<file path="config.mk">
export PLATFORM = sky130hd
export DESIGN_NAME = pixel_streamer_flat
export DESIGN_NICKNAME = d
export VERILOG_FILES = /design/src/rtl/pixel_streamer_if.sv /design/src/rtl/pixel_streamer.sv /design/src/flat_wrapper.sv
export SDC_FILE = /design/constraint.sdc
export NUM_CORES = 1
export LEC_CHECK = 0
export BUFFER_PORTS_ARGS = -buffer_cell sky130_fd_sc_hd__buf_2
export CELL_PAD_IN_SITES_DETAIL_PLACEMENT = 0
export CELL_PAD_IN_SITES_GLOBAL_PLACEMENT = 2
export CORE_MARGIN = 2
export CORE_UTILIZATION = 35
export CTS_CLUSTER_DIAMETER = 30
export DETAILED_ROUTE_END_ITERATION = 6
export PLACE_DENSITY = 0.8
export SLEW_MARGIN = 10
export SYNTH_ARGS = -nofsm -noshare
export SYNTH_HDL_FRONTEND = slang
export SYNTH_SLANG_ARGS = --single-unit
</file>
<file path="constraint.sdc">
create_clock -name clk -period 7.2 [get_ports clk]
set_input_delay 0.36 -clock clk [delete_from_list [all_inputs] [get_ports clk]]
set_output_delay 0.36 -clock clk [all_outputs]
set_load 0.01 [all_outputs]
</file>
<file path="src/rtl/pixel_streamer_if.sv">
// pixel_streamer_if: frame configuration, row-memory read port and pixel
// column stream of pixel_streamer. The master modport is the streamer side,
// the slave modport is the surrounding system (memory + consumer).
interface pixel_streamer_if #(
    parameter int BUF_HEIGHT = 8,
    parameter int BUF_WIDTH  = 34,
    parameter int ADDR_W     = 8
);
    localparam int WW = $clog2(BUF_WIDTH);
    localparam int SW = $clog2(BUF_HEIGHT) + 1;

    logic                  start;
    logic [ADDR_W-1:0]     base_addr;
    logic [ADDR_W-1:0]     img_height;
    logic [WW-1:0]         img_width;
    logic [SW-1:0]         row_step;
    logic                  stall;

    logic                  mem_rd_en;
    logic [ADDR_W-1:0]     mem_addr;
    logic [BUF_WIDTH-1:0]  mem_rdata;

    logic [BUF_HEIGHT-1:0] pixel_col;
    logic                  shift_enable;
    logic                  band_last;
    logic                  done;
    logic                  busy;
    logic                  cfg_err;

    modport master (
        input  start, base_addr, img_height, img_width, row_step, stall, mem_rdata,
        output mem_rd_en, mem_addr, pixel_col, shift_enable, band_last, done, busy, cfg_err
    );

    modport slave (
        output start, base_addr, img_height, img_width, row_step, stall, mem_rdata,
        input  mem_rd_en, mem_addr, pixel_col, shift_enable, band_last, done, busy, cfg_err
    );
endinterface

</file>
<file path="src/rtl/pixel_streamer.sv">
// pixel_streamer: loads BUF_HEIGHT image rows into a band buffer, then streams
// the band column by column (one bit per band row) to a downstream line buffer,
// advancing the band by row_step rows until the image height is covered.
// Optional build macro STREAMER_ZERO_PAD_EN: rows at or beyond img_height are
// not read from memory and load as zero.

// One band row: holds a memory word and presents the bit at the current column.
module pixel_streamer_row #(
    parameter int BUF_WIDTH = 34,
    parameter int CW        = 6
) (
    input  logic                 clk,
    input  logic                 rst,
    input  logic                 cap_en,
    input  logic [BUF_WIDTH-1:0] cap_data,
    input  logic [CW-1:0]        col,
    output logic                 pix
);
    logic [BUF_WIDTH-1:0] row_q;

    // Capture the returning memory word when this row's load slot comes up.
    always_ff @(posedge clk or negedge rst) begin
        if (!rst)        row_q <= '0;
        else if (cap_en) row_q <= cap_data;
    end

    assign pix = row_q[col];
endmodule

module pixel_streamer #(
    parameter int BUF_HEIGHT = 8,
    parameter int BUF_WIDTH  = 34,
    parameter int ADDR_W     = 8
) (
    input logic              clk,
    input logic              rst,
    pixel_streamer_if.master bus
);
    localparam int WW = $clog2(BUF_WIDTH);
    localparam int SW = $clog2(BUF_HEIGHT) + 1;
    localparam int RW = (BUF_HEIGHT > 1) ? $clog2(BUF_HEIGHT) : 1;

    localparam logic [WW:0]     MIN_W    = (WW+1)'(4);
    localparam logic [WW:0]     MAX_W    = (WW+1)'(BUF_WIDTH);
    localparam logic [SW-1:0]   MAX_S    = SW'(BUF_HEIGHT);
    localparam logic [ADDR_W:0] BAND_H   = (ADDR_W+1)'(BUF_HEIGHT);
    localparam logic [RW-1:0]   LAST_ROW = RW'(BUF_HEIGHT - 1);

    typedef enum logic [2:0] {IDLE, LOAD, LAST, STREAM, DONE} state_t;

    state_t              state;
    logic                armed;       // low for the first cycle out of reset
    logic [ADDR_W-1:0]   base_q;
    logic [ADDR_W-1:0]   height_q;
    logic [WW-1:0]       width_q;
    logic [SW-1:0]       step_q;
    logic [ADDR_W-1:0]   band_start;
    logic [RW-1:0]       row;         // row index of the read currently on the bus
    logic [WW-1:0]       col;
    logic                rd_q;        // previous cycle issued a real read
    logic                mem_rd_en_q;
    logic [ADDR_W-1:0]   mem_addr_q;
    logic                cfg_err_q;

    logic                cfg_bad;
    logic                start_ok;
    logic                col_end;
    logic                last_band;
    logic                rd_go;
    logic                rd_ok;
    logic [ADDR_W-1:0]   nxt_base;
    logic [ADDR_W-1:0]   nxt_bs;
    logic [RW-1:0]       nxt_row;
    logic [RW-1:0]       cap_row;
    logic                cap_any;
    logic [BUF_WIDTH-1:0] cap_data;
    logic [BUF_HEIGHT-1:0] pix;

    assign cfg_bad = ({1'b0, bus.img_width} < MIN_W) || ({1'b0, bus.img_width} > MAX_W) ||
                     (bus.row_step == '0) || (bus.row_step > MAX_S) || (bus.img_height == '0);
    assign start_ok  = bus.start && armed && (state == IDLE || state == DONE);
    assign col_end   = (col == width_q - WW'(1));
    // Widened so a band near the top of the address range cannot wrap.
    assign last_band = ({1'b0, band_start} + BAND_H) >= {1'b0, height_q};

    // Next read request: first row of a new band, or the next row of this one.
    always_comb begin
        rd_go    = 1'b0;
        nxt_base = base_q;
        nxt_bs   = band_start;
        nxt_row  = row + RW'(1);
        case (state)
            IDLE, DONE: begin
                if (start_ok && !cfg_bad) begin
                    rd_go    = 1'b1;
                    nxt_base = bus.base_addr;
                    nxt_bs   = '0;
                    nxt_row  = '0;
                end
            end
            LOAD: rd_go = (row != LAST_ROW);
            STREAM: begin
                if (!bus.stall && col_end && !last_band) begin
                    rd_go   = 1'b1;
                    nxt_bs  = band_start + ADDR_W'(step_q);
                    nxt_row = '0;
                end
            end
            default: ;
        endcase
    end

`ifdef STREAMER_ZERO_PAD_EN
    assign rd_ok = ({1'b0, nxt_bs} + (ADDR_W+1)'(nxt_row)) <
                   {1'b0, (start_ok ? bus.img_height : height_q)};
`else
    assign rd_ok = 1'b1;
`endif

    // Frame sequencing: accept/reject start, walk LOAD rows, stream columns, advance bands.
    always_ff @(posedge clk or negedge rst) begin
        if (!rst) begin
            state       <= IDLE;
            armed       <= 1'b0;
            base_q      <= '0;
            height_q    <= '0;
            width_q     <= '0;
            step_q      <= '0;
            band_start  <= '0;
            row         <= '0;
            col         <= '0;
            rd_q        <= 1'b0;
            mem_rd_en_q <= 1'b0;
            mem_addr_q  <= '0;
            cfg_err_q   <= 1'b0;
        end else begin
            armed       <= 1'b1;
            cfg_err_q   <= 1'b0;
            rd_q        <= mem_rd_en_q;
            mem_rd_en_q <= rd_go && rd_ok;
            if (rd_go) begin
                mem_addr_q <= nxt_base + nxt_bs + ADDR_W'(nxt_row);
                row        <= nxt_row;
            end
            case (state)
                IDLE, DONE: begin
                    if (start_ok) begin
                        if (cfg_bad) begin
                            cfg_err_q <= 1'b1;
                        end else begin
                            base_q     <= bus.base_addr;
                            height_q   <= bus.img_height;
                            width_q    <= bus.img_width;
                            step_q     <= bus.row_step;
                            band_start <= '0;
                            state      <= LOAD;
                        end
                    end
                end
                LOAD: if (row == LAST_ROW) state <= LAST;
                LAST: begin
                    col   <= '0;
                    state <= STREAM;
                end
                STREAM: begin
                    if (!bus.stall) begin
                        if (col_end) begin
                            if (last_band) begin
                                state <= DONE;
                            end else begin
                                band_start <= nxt_bs;
                                state      <= LOAD;
                            end
                        end else begin
                            col <= col + WW'(1);
                        end
                    end
                end
                default: state <= IDLE;
            endcase
        end
    end

    // Data for row r arrives the cycle after its read; LAST takes the final row.
    assign cap_row  = (state == LAST) ? row : row - RW'(1);
    assign cap_any  = (state == LOAD && row != '0) || (state == LAST);
    assign cap_data = rd_q ? bus.mem_rdata : '0;

    for (genvar r = 0; r < BUF_HEIGHT; r++) begin : g_row
        pixel_streamer_row #(
            .BUF_WIDTH (BUF_WIDTH),
            .CW        (WW)
        ) u_row (
            .clk      (clk),
            .rst      (rst),
            .cap_en   (cap_any && (cap_row == RW'(r))),
            .cap_data (cap_data),
            .col      (col),
            .pix      (pix[r])
        );
    end

    assign bus.mem_rd_en    = mem_rd_en_q;
    assign bus.mem_addr     = mem_addr_q;
    assign bus.cfg_err      = cfg_err_q;
    assign bus.pixel_col    = (state == STREAM) ? pix : '0;
    assign bus.shift_enable = (state == STREAM) && !bus.stall;
    assign bus.band_last    = (state == STREAM) && last_band;
    assign bus.done         = (state == DONE);
    assign bus.busy         = (state == LOAD) || (state == LAST) || (state == STREAM);
endmodule

</file>
<file path="src/flat_wrapper.sv">
// flat-port wrapper written by rule: the top's interface ports become plain ports
module pixel_streamer_flat 
#(
    parameter int BUF_HEIGHT = 8,
    parameter int BUF_WIDTH  = 34,
    parameter int ADDR_W     = 8
)
  (clk, rst, bus_start, bus_base_addr, bus_img_height, bus_img_width, bus_row_step, bus_stall, bus_mem_rdata, bus_mem_rd_en, bus_mem_addr, bus_pixel_col, bus_shift_enable, bus_band_last, bus_done, bus_busy, bus_cfg_err);
  pixel_streamer_if #(.BUF_HEIGHT(BUF_HEIGHT), .BUF_WIDTH(BUF_WIDTH), .ADDR_W(ADDR_W)) bus_i ();
  input logic clk;
  input logic rst;
  input wire logic [$bits(bus_i.start)-1:0] bus_start;
  input wire logic [$bits(bus_i.base_addr)-1:0] bus_base_addr;
  input wire logic [$bits(bus_i.img_height)-1:0] bus_img_height;
  input wire logic [$bits(bus_i.img_width)-1:0] bus_img_width;
  input wire logic [$bits(bus_i.row_step)-1:0] bus_row_step;
  input wire logic [$bits(bus_i.stall)-1:0] bus_stall;
  input wire logic [$bits(bus_i.mem_rdata)-1:0] bus_mem_rdata;
  output wire logic [$bits(bus_i.mem_rd_en)-1:0] bus_mem_rd_en;
  output wire logic [$bits(bus_i.mem_addr)-1:0] bus_mem_addr;
  output wire logic [$bits(bus_i.pixel_col)-1:0] bus_pixel_col;
  output wire logic [$bits(bus_i.shift_enable)-1:0] bus_shift_enable;
  output wire logic [$bits(bus_i.band_last)-1:0] bus_band_last;
  output wire logic [$bits(bus_i.done)-1:0] bus_done;
  output wire logic [$bits(bus_i.busy)-1:0] bus_busy;
  output wire logic [$bits(bus_i.cfg_err)-1:0] bus_cfg_err;
  assign bus_i.start = bus_start;
  assign bus_i.base_addr = bus_base_addr;
  assign bus_i.img_height = bus_img_height;
  assign bus_i.img_width = bus_img_width;
  assign bus_i.row_step = bus_row_step;
  assign bus_i.stall = bus_stall;
  assign bus_i.mem_rdata = bus_mem_rdata;
  assign bus_mem_rd_en = bus_i.mem_rd_en;
  assign bus_mem_addr = bus_i.mem_addr;
  assign bus_pixel_col = bus_i.pixel_col;
  assign bus_shift_enable = bus_i.shift_enable;
  assign bus_band_last = bus_i.band_last;
  assign bus_done = bus_i.done;
  assign bus_busy = bus_i.busy;
  assign bus_cfg_err = bus_i.cfg_err;
  pixel_streamer #(.BUF_HEIGHT(BUF_HEIGHT), .BUF_WIDTH(BUF_WIDTH), .ADDR_W(ADDR_W)) u_core (.clk(clk), .rst(rst), .bus(bus_i));
endmodule
</file>
== Yosys cells after proc, flatten, opt, wreduce, memory -nomap -nowiden ==
Index checks and enable logic that the tools add are counted.
Widths: inputs -> output; s select.
Storage, ports and cells
  register bits: 330
  logic and storage cells: 144
Cells by class
  $add $sub $neg: 8
  order comparisons: 5
  equality and inequality tests: 21
  muxes and demuxes: 49
  bitwise logic cells: 1
  reductions and logical operators: 39
Operators with widths (count)
  $mux 8: 10
  $bmux 1 s6: 8
  $mux 34: 1
  $pmux 8 s2: 2
  $mux 3: 9
  $eq 3x3->1 const B: 6
  $logic_and 1x1->1: 16
  $mux 1: 13
  $eq 3x2->1 const B: 4
  $mux 6: 2
  $pmux 3 s4: 1
  $pmux 6 s2: 1
  $add 8x4->9 const B: 1
  $ge 9x8->1: 1
  $add 8x3->8: 1
  $add 8x4->8: 1
  $add 8x8->8: 1
  $logic_not 8->1: 1
  $logic_or 1x1->1: 8
  $ne 2x2->1 const B: 4
  $lt 6x7->1 const B: 1
  $add 6x1->6 const B: 1
  $eq 3x1->1 const B: 2
  $eq 6x6->1: 1
  20 further kinds: 27

== Longest topological paths before layout ==
  word-level depth: 13
  mapped depth: 22

== Modules after synthesis ==
From an unflattened synthesis, not the netlist that was laid out.
Unflattened totals
  cell total of the unflattened synthesis: 1274
  area total of the unflattened synthesis: 16724.8 um2
By module, submodules not included
  pixel_streamer_row: instances 8, cells each 104, area an instance 1582.8 um2, sequential area each 850.8 um2
  pixel_streamer: instances 1, cells each 442, area an instance 4062.6 um2, sequential area each 1451.4 um2

== Worst setup path before layout ==
No wires, ideal clock.
  path kind: reg2reg
  start point: reg u_core.band_start[5]
  end point: reg u_core.mem_addr_q[7], in the netlist u_core.bus.mem_addr[7]
  setup time: 95 ps
  data arrival time: 4487 ps
  slack: 2617 ps
  cell stages (with the launch flop): 22
  clock period less this slack: 4583 ps
  cell sequence: dfrtp_1 > nand3_1 > xnor2_1 > ha_1 > a21o_1 > a21oi_1 > o21ai_0 > a41oi_1 > nand3_2 > buf_6 > buf_2 > nand3_1 > o21ai_0 > fa_1 > fa_1 > a21o_1 > a21oi_1 > o21bai_1 > a21oi_1 > xor3_1 > and3_1 > o31ai_1
On the way
  word-level cells in the longest chain between the ends: 8
  elaborated cells on any way between the ends: 14
  those cells by class: add/sub: 4; order compare: 1; mux: 7; reduce/logical: 2
RTL lines
  start, declared: line pixel_streamer.sv:57  | logic [ADDR_W-1:0] band_start;
  start signal, assigned: line pixel_streamer.sv:171  | band_start <= nxt_bs;
  $add 8x4->9: line pixel_streamer.sv:84  | assign last_band = ({1'b0, band_start} + BAND_H) >= {1'b0, height_q};
  $ge 9x8->1: line pixel_streamer.sv:84
  $logic_not 1->1: line pixel_streamer.sv:103  | if (!bus.stall && col_end && !last_band) begin
  $logic_and 1x1->1: line pixel_streamer.sv:103
  $mux 8: line pixel_streamer.sv:103
  $pmux 8 s2: line pixel_streamer.sv:92  | case (state)
  $add 8x8->8: line pixel_streamer.sv:142  | mem_addr_q <= nxt_base + nxt_bs + ADDR_W'(nxt_row);
  $add 8x3->8: line pixel_streamer.sv:142
  end signal, assigned: line pixel_streamer.sv:142
  end, declared: line pixel_streamer.sv:62  | logic [ADDR_W-1:0] mem_addr_q;
Several ways; a longest one is shown, not always the timed one.
A chain may end at the register's enable or synchronous reset.

== Worst setup path after layout ==
Ends and elaborated chain as after synthesis.

==> results.md <==
* Met3 usage at 0.03984
* Area share of the largest cell type after synthesis at 0.5363
* Routed length per placed instance at 18.36 um
* Final ANT Viol Nets at 0
* Max Clock Freq at 0.1920 GHz
* Worst path required time at 7680 ps
* CP Class: register to register
* Max_slew headroom at 0.2009
* Initial Util at 0.3559
* Most frequent cell after synthesis: nand2_1
* Root Buffer: clkbuf_16
* Gpl congestion at 0.7840
* Internal power at 6723 uW
* Via count at 10770
* I/O Pins at 86
* Net switching power at 3425 uW
* Die height at 213.7 um
* Routed WL at 39.83 mm
* Post-cts hold buffer count at 12
* Vias per cell at 4.961
* Congestion Overflow GR at 0
* Met2 Use GR at 0.2912
* Tmin final at 5208 ps
* CTS buffer count at 81
* Total negative slack at 0 ps
* Clock Pin Slew Worst Setup and Hold Paths at 40 ps
* Gate power share at 0.311
* Final Hold Viols at 0
* CTS H-tree depth at 3
* DRT Pass-1 Iters at 7
* Synthesized cell area at 15400 sq um
* Synth top cells by count: nand2_1 (367), dfrtp_1 (330), o21ai_0 (300)
* Antenna Cells at 0
* Post-route DRC at 0
* Maximum buffer depth of the clock tree at 3
* Syn. warnings at 0
* Area delta synth->final at 25.48%
* Period utilization at 0.7234
* Asr flop ratio synth at 1.000
* Number of post-CTS setup repair buffers at 0
* TritonCTS clock tree: built
* Post-synth EDFFs at 0
* Share of layout cells above drive strength 1 at 0.2227
* Top cells by area, synth: dfrtp_1 (54%), mux4_2 (12%), o21ai_0 (9.8%), nand2_1 (8.9%), ha_1 (2.4%)
* Post-Syn Area per Cell at 10.75 sq um
* Clock Sinks at 330
* Vias in the first global route at 11060
* Worst-Margin Slew at 1194 ps
* Initial DRC count at 612
* Tot GR Track Use at 0.1825
* Post_cts resized at 0
* DIE WIDTH at 213.7 um
* Arrival @ worst endpoint at 5690 ps
* Area of the core at 43270 sq um
* Synth Instances at 1432
* Setup violators final at 0
* Sequential power share at 0.311
* Unique masters post-synth at 56
* PD cells at 525.2 nW/um^2
* Clock Latency Late Sink at 590 ps
* Max-Cap Viols at 0
* Rows at 76
* Final #Nets at 1621
* Largest net degree at the start of global routing at 154
* RSZ-0062 raised after global routing: false
* Synthesized net count at 1530
* Worst hold path class: input port to register
* Outcome: finished, final reports clean
* Switching Fraction at 0.3375
* Leakage power at 0.008889 uW
* Register area share after synthesis at 0.5363
* Max IR drop VDD at 0.2036 mV
* Max FO, Critical Path at 21
* Yosys top cell by area: dfrtp_1
* Max Slew Vio Count at 0
* Finished Core Util at 0.4466
* Element type at the critical path end: register
* Register bit count reported by yosys at 330
* Met1 usage in global routing at 0.2485
* Detailed-placement wirelength estimate at 25.25 mm
* Worst Setup Start Kind: register
* First-pass GRT wire length at 63.16 mm
* Die area at 45690 sq um
* Port bufs at 85
* Top Usage Layer GRT: met2
* Dominant synthesized flop cell: dfrtp_1
* Clock share of power at 0.378
* Initial antenna violation count at 0
* Post-Route Skew at 22.05 ps
## kinds of logic after synthesis
logic type      Yosys count  share of synthesized area
other cells               1                  0.0002435
compound gates          361                     0.1260
flops                   330                     0.5363
xor+xnor                 19                    0.01178
simple gates            443                     0.1177
mux                     118                     0.1450
buf+inv                 126                    0.03283
fa+ha+maj                34                    0.03007
## cells in the final DEF, fill, tap and decap left out, types with 14 or more instances in the layout
| master | netlist | routed |
|---|---|---|
| nand2_1 | 367 | 359 |
| dfrtp_1 | 330 | 328 |
| o21ai_0 | 300 | 300 |
| buf_2 | 14 | 84 |
| clkbuf_16 | 0 | 83 |
| mux4_2 | 80 | 80 |
| ha_1 | 29 | 29 |
| inv_1 | 28 | 28 |
| a21oi_1 | 21 | 21 |
| nor2_1 | 20 | 20 |
| mux2i_1 | 19 | 19 |
| xnor2_1 | 14 | 14 |
| bufinv_16 | 0 | 14 |
## layout make-up
type	instances	area, sq um
clock inverter	42	644.4
clock buffer	103	2272
inverter	28	105.1
sequential	330	8263
tap	585	732.0
fill	4003	23950
timing repair buffer	106	635.6
multi-input combinational	976	6669
## final timing paths
| kind | from | to | slack [ps] | cells past startpoint |
|---|---|---|---|---|
| max | u_core.band_start[5]$_DFFE_PN0P_ | u_core.bus.mem_addr[7]$_DFFE_PN0P_ | 1990 | 21 |
| min | bus_base_addr[4] | u_core.base_q[4]$_DFFE_PN0P_ | 30 | 3 |
| max reg2reg | u_core.band_start[5]$_DFFE_PN0P_ | u_core.bus.mem_addr[7]$_DFFE_PN0P_ | 1990 | 21 |
| min reg2reg | u_core.bus.mem_rd_en$_DFF_PN0_ | u_core.rd_q$_DFF_PN0_ | 380 | 0 |
| max in group asynchronous | rst | u_core.g_row[7].u_row.row_q[27]$_DFFE_PN0P_ | 5360 | 3 |
| min in group asynchronous | rst | u_core.bus.mem_addr[2]$_DFFE_PN0P_ | 420 | 2 |
## layer usage
| metal | vias up | part of all wire |
|---|---|---|
| li1 | 5212 | - |
| met1 | 5286 | 0.47 |
| met5 | - | 0 |
| met2 | 203 | 0.47 |
| met4 | 0 | 0.021 |
| met3 | 65 | 0.044 |
## sequential cells by signal (all words and copies together) (netlist names)
register	count
u_core.row	3
u_core.width_q	6
u_core.bus.mem_addr	8
u_core.bus.cfg_err	1
u_core.bus.mem_rd_en	1
u_core.state	3
u_core.base_q	8
u_core.col	6
u_core.rd_q	1
u_core.armed	1
u_core.band_start	8
u_core.step_q	4
u_core.g_row.u_row.row_q	272
u_core.height_q	8
## critical path: stages, from the launching register on
cell      delay (ps)
dfrtp_1          440
nand3_1          120
xnor2_1          150
ha_1             320
a21o_1           180
a21oi_1          130
o21ai_0           90
a41oi_1          460
nand3_2          430
nor2_1           240
a31oi_1           80
fa_1             550
inv_1             40
ha_1             210
fa_1             410
a21o_1           180
a21oi_1          210
o21bai_1          90
a21oi_1          160
xor3_1           240
and3_1           190
o31ai_1          180
## power groups by stage
stage          combinational, uW  clock (uW)  sequential (uW)
6_report                    3160        3830             3160
5_1_grt                     3530        4000             3260
4_1_cts                     3210        3900             3160
3_5_place_dp                3190           0             3180
3_3_place_gp                3130           0             3150
2_1_floorplan               2380           0             2930
## metrics by stage
stage / setup WS, ps / hold slack, ps / area (sq um) / cells / total power, uW
2_1_floorplan: 2617 / 64.41 / 15400 / 1432 / 5312
3_3_place_gp: 2070 / 364.4 / 16270 / 2013 / 6284
3_5_place_dp: 1978 / 371.7 / 16270 / 2013 / 6372
4_1_cts: 1970 / 3.287 / 19310 / 2170 / 10270
5_1_grt: 1504 / 10.43 / 19320 / 2170 / 10790
6_report: 1992 / 28.08 / 19320 / 2170 / 10150
(Power assumes the default switching activity.)
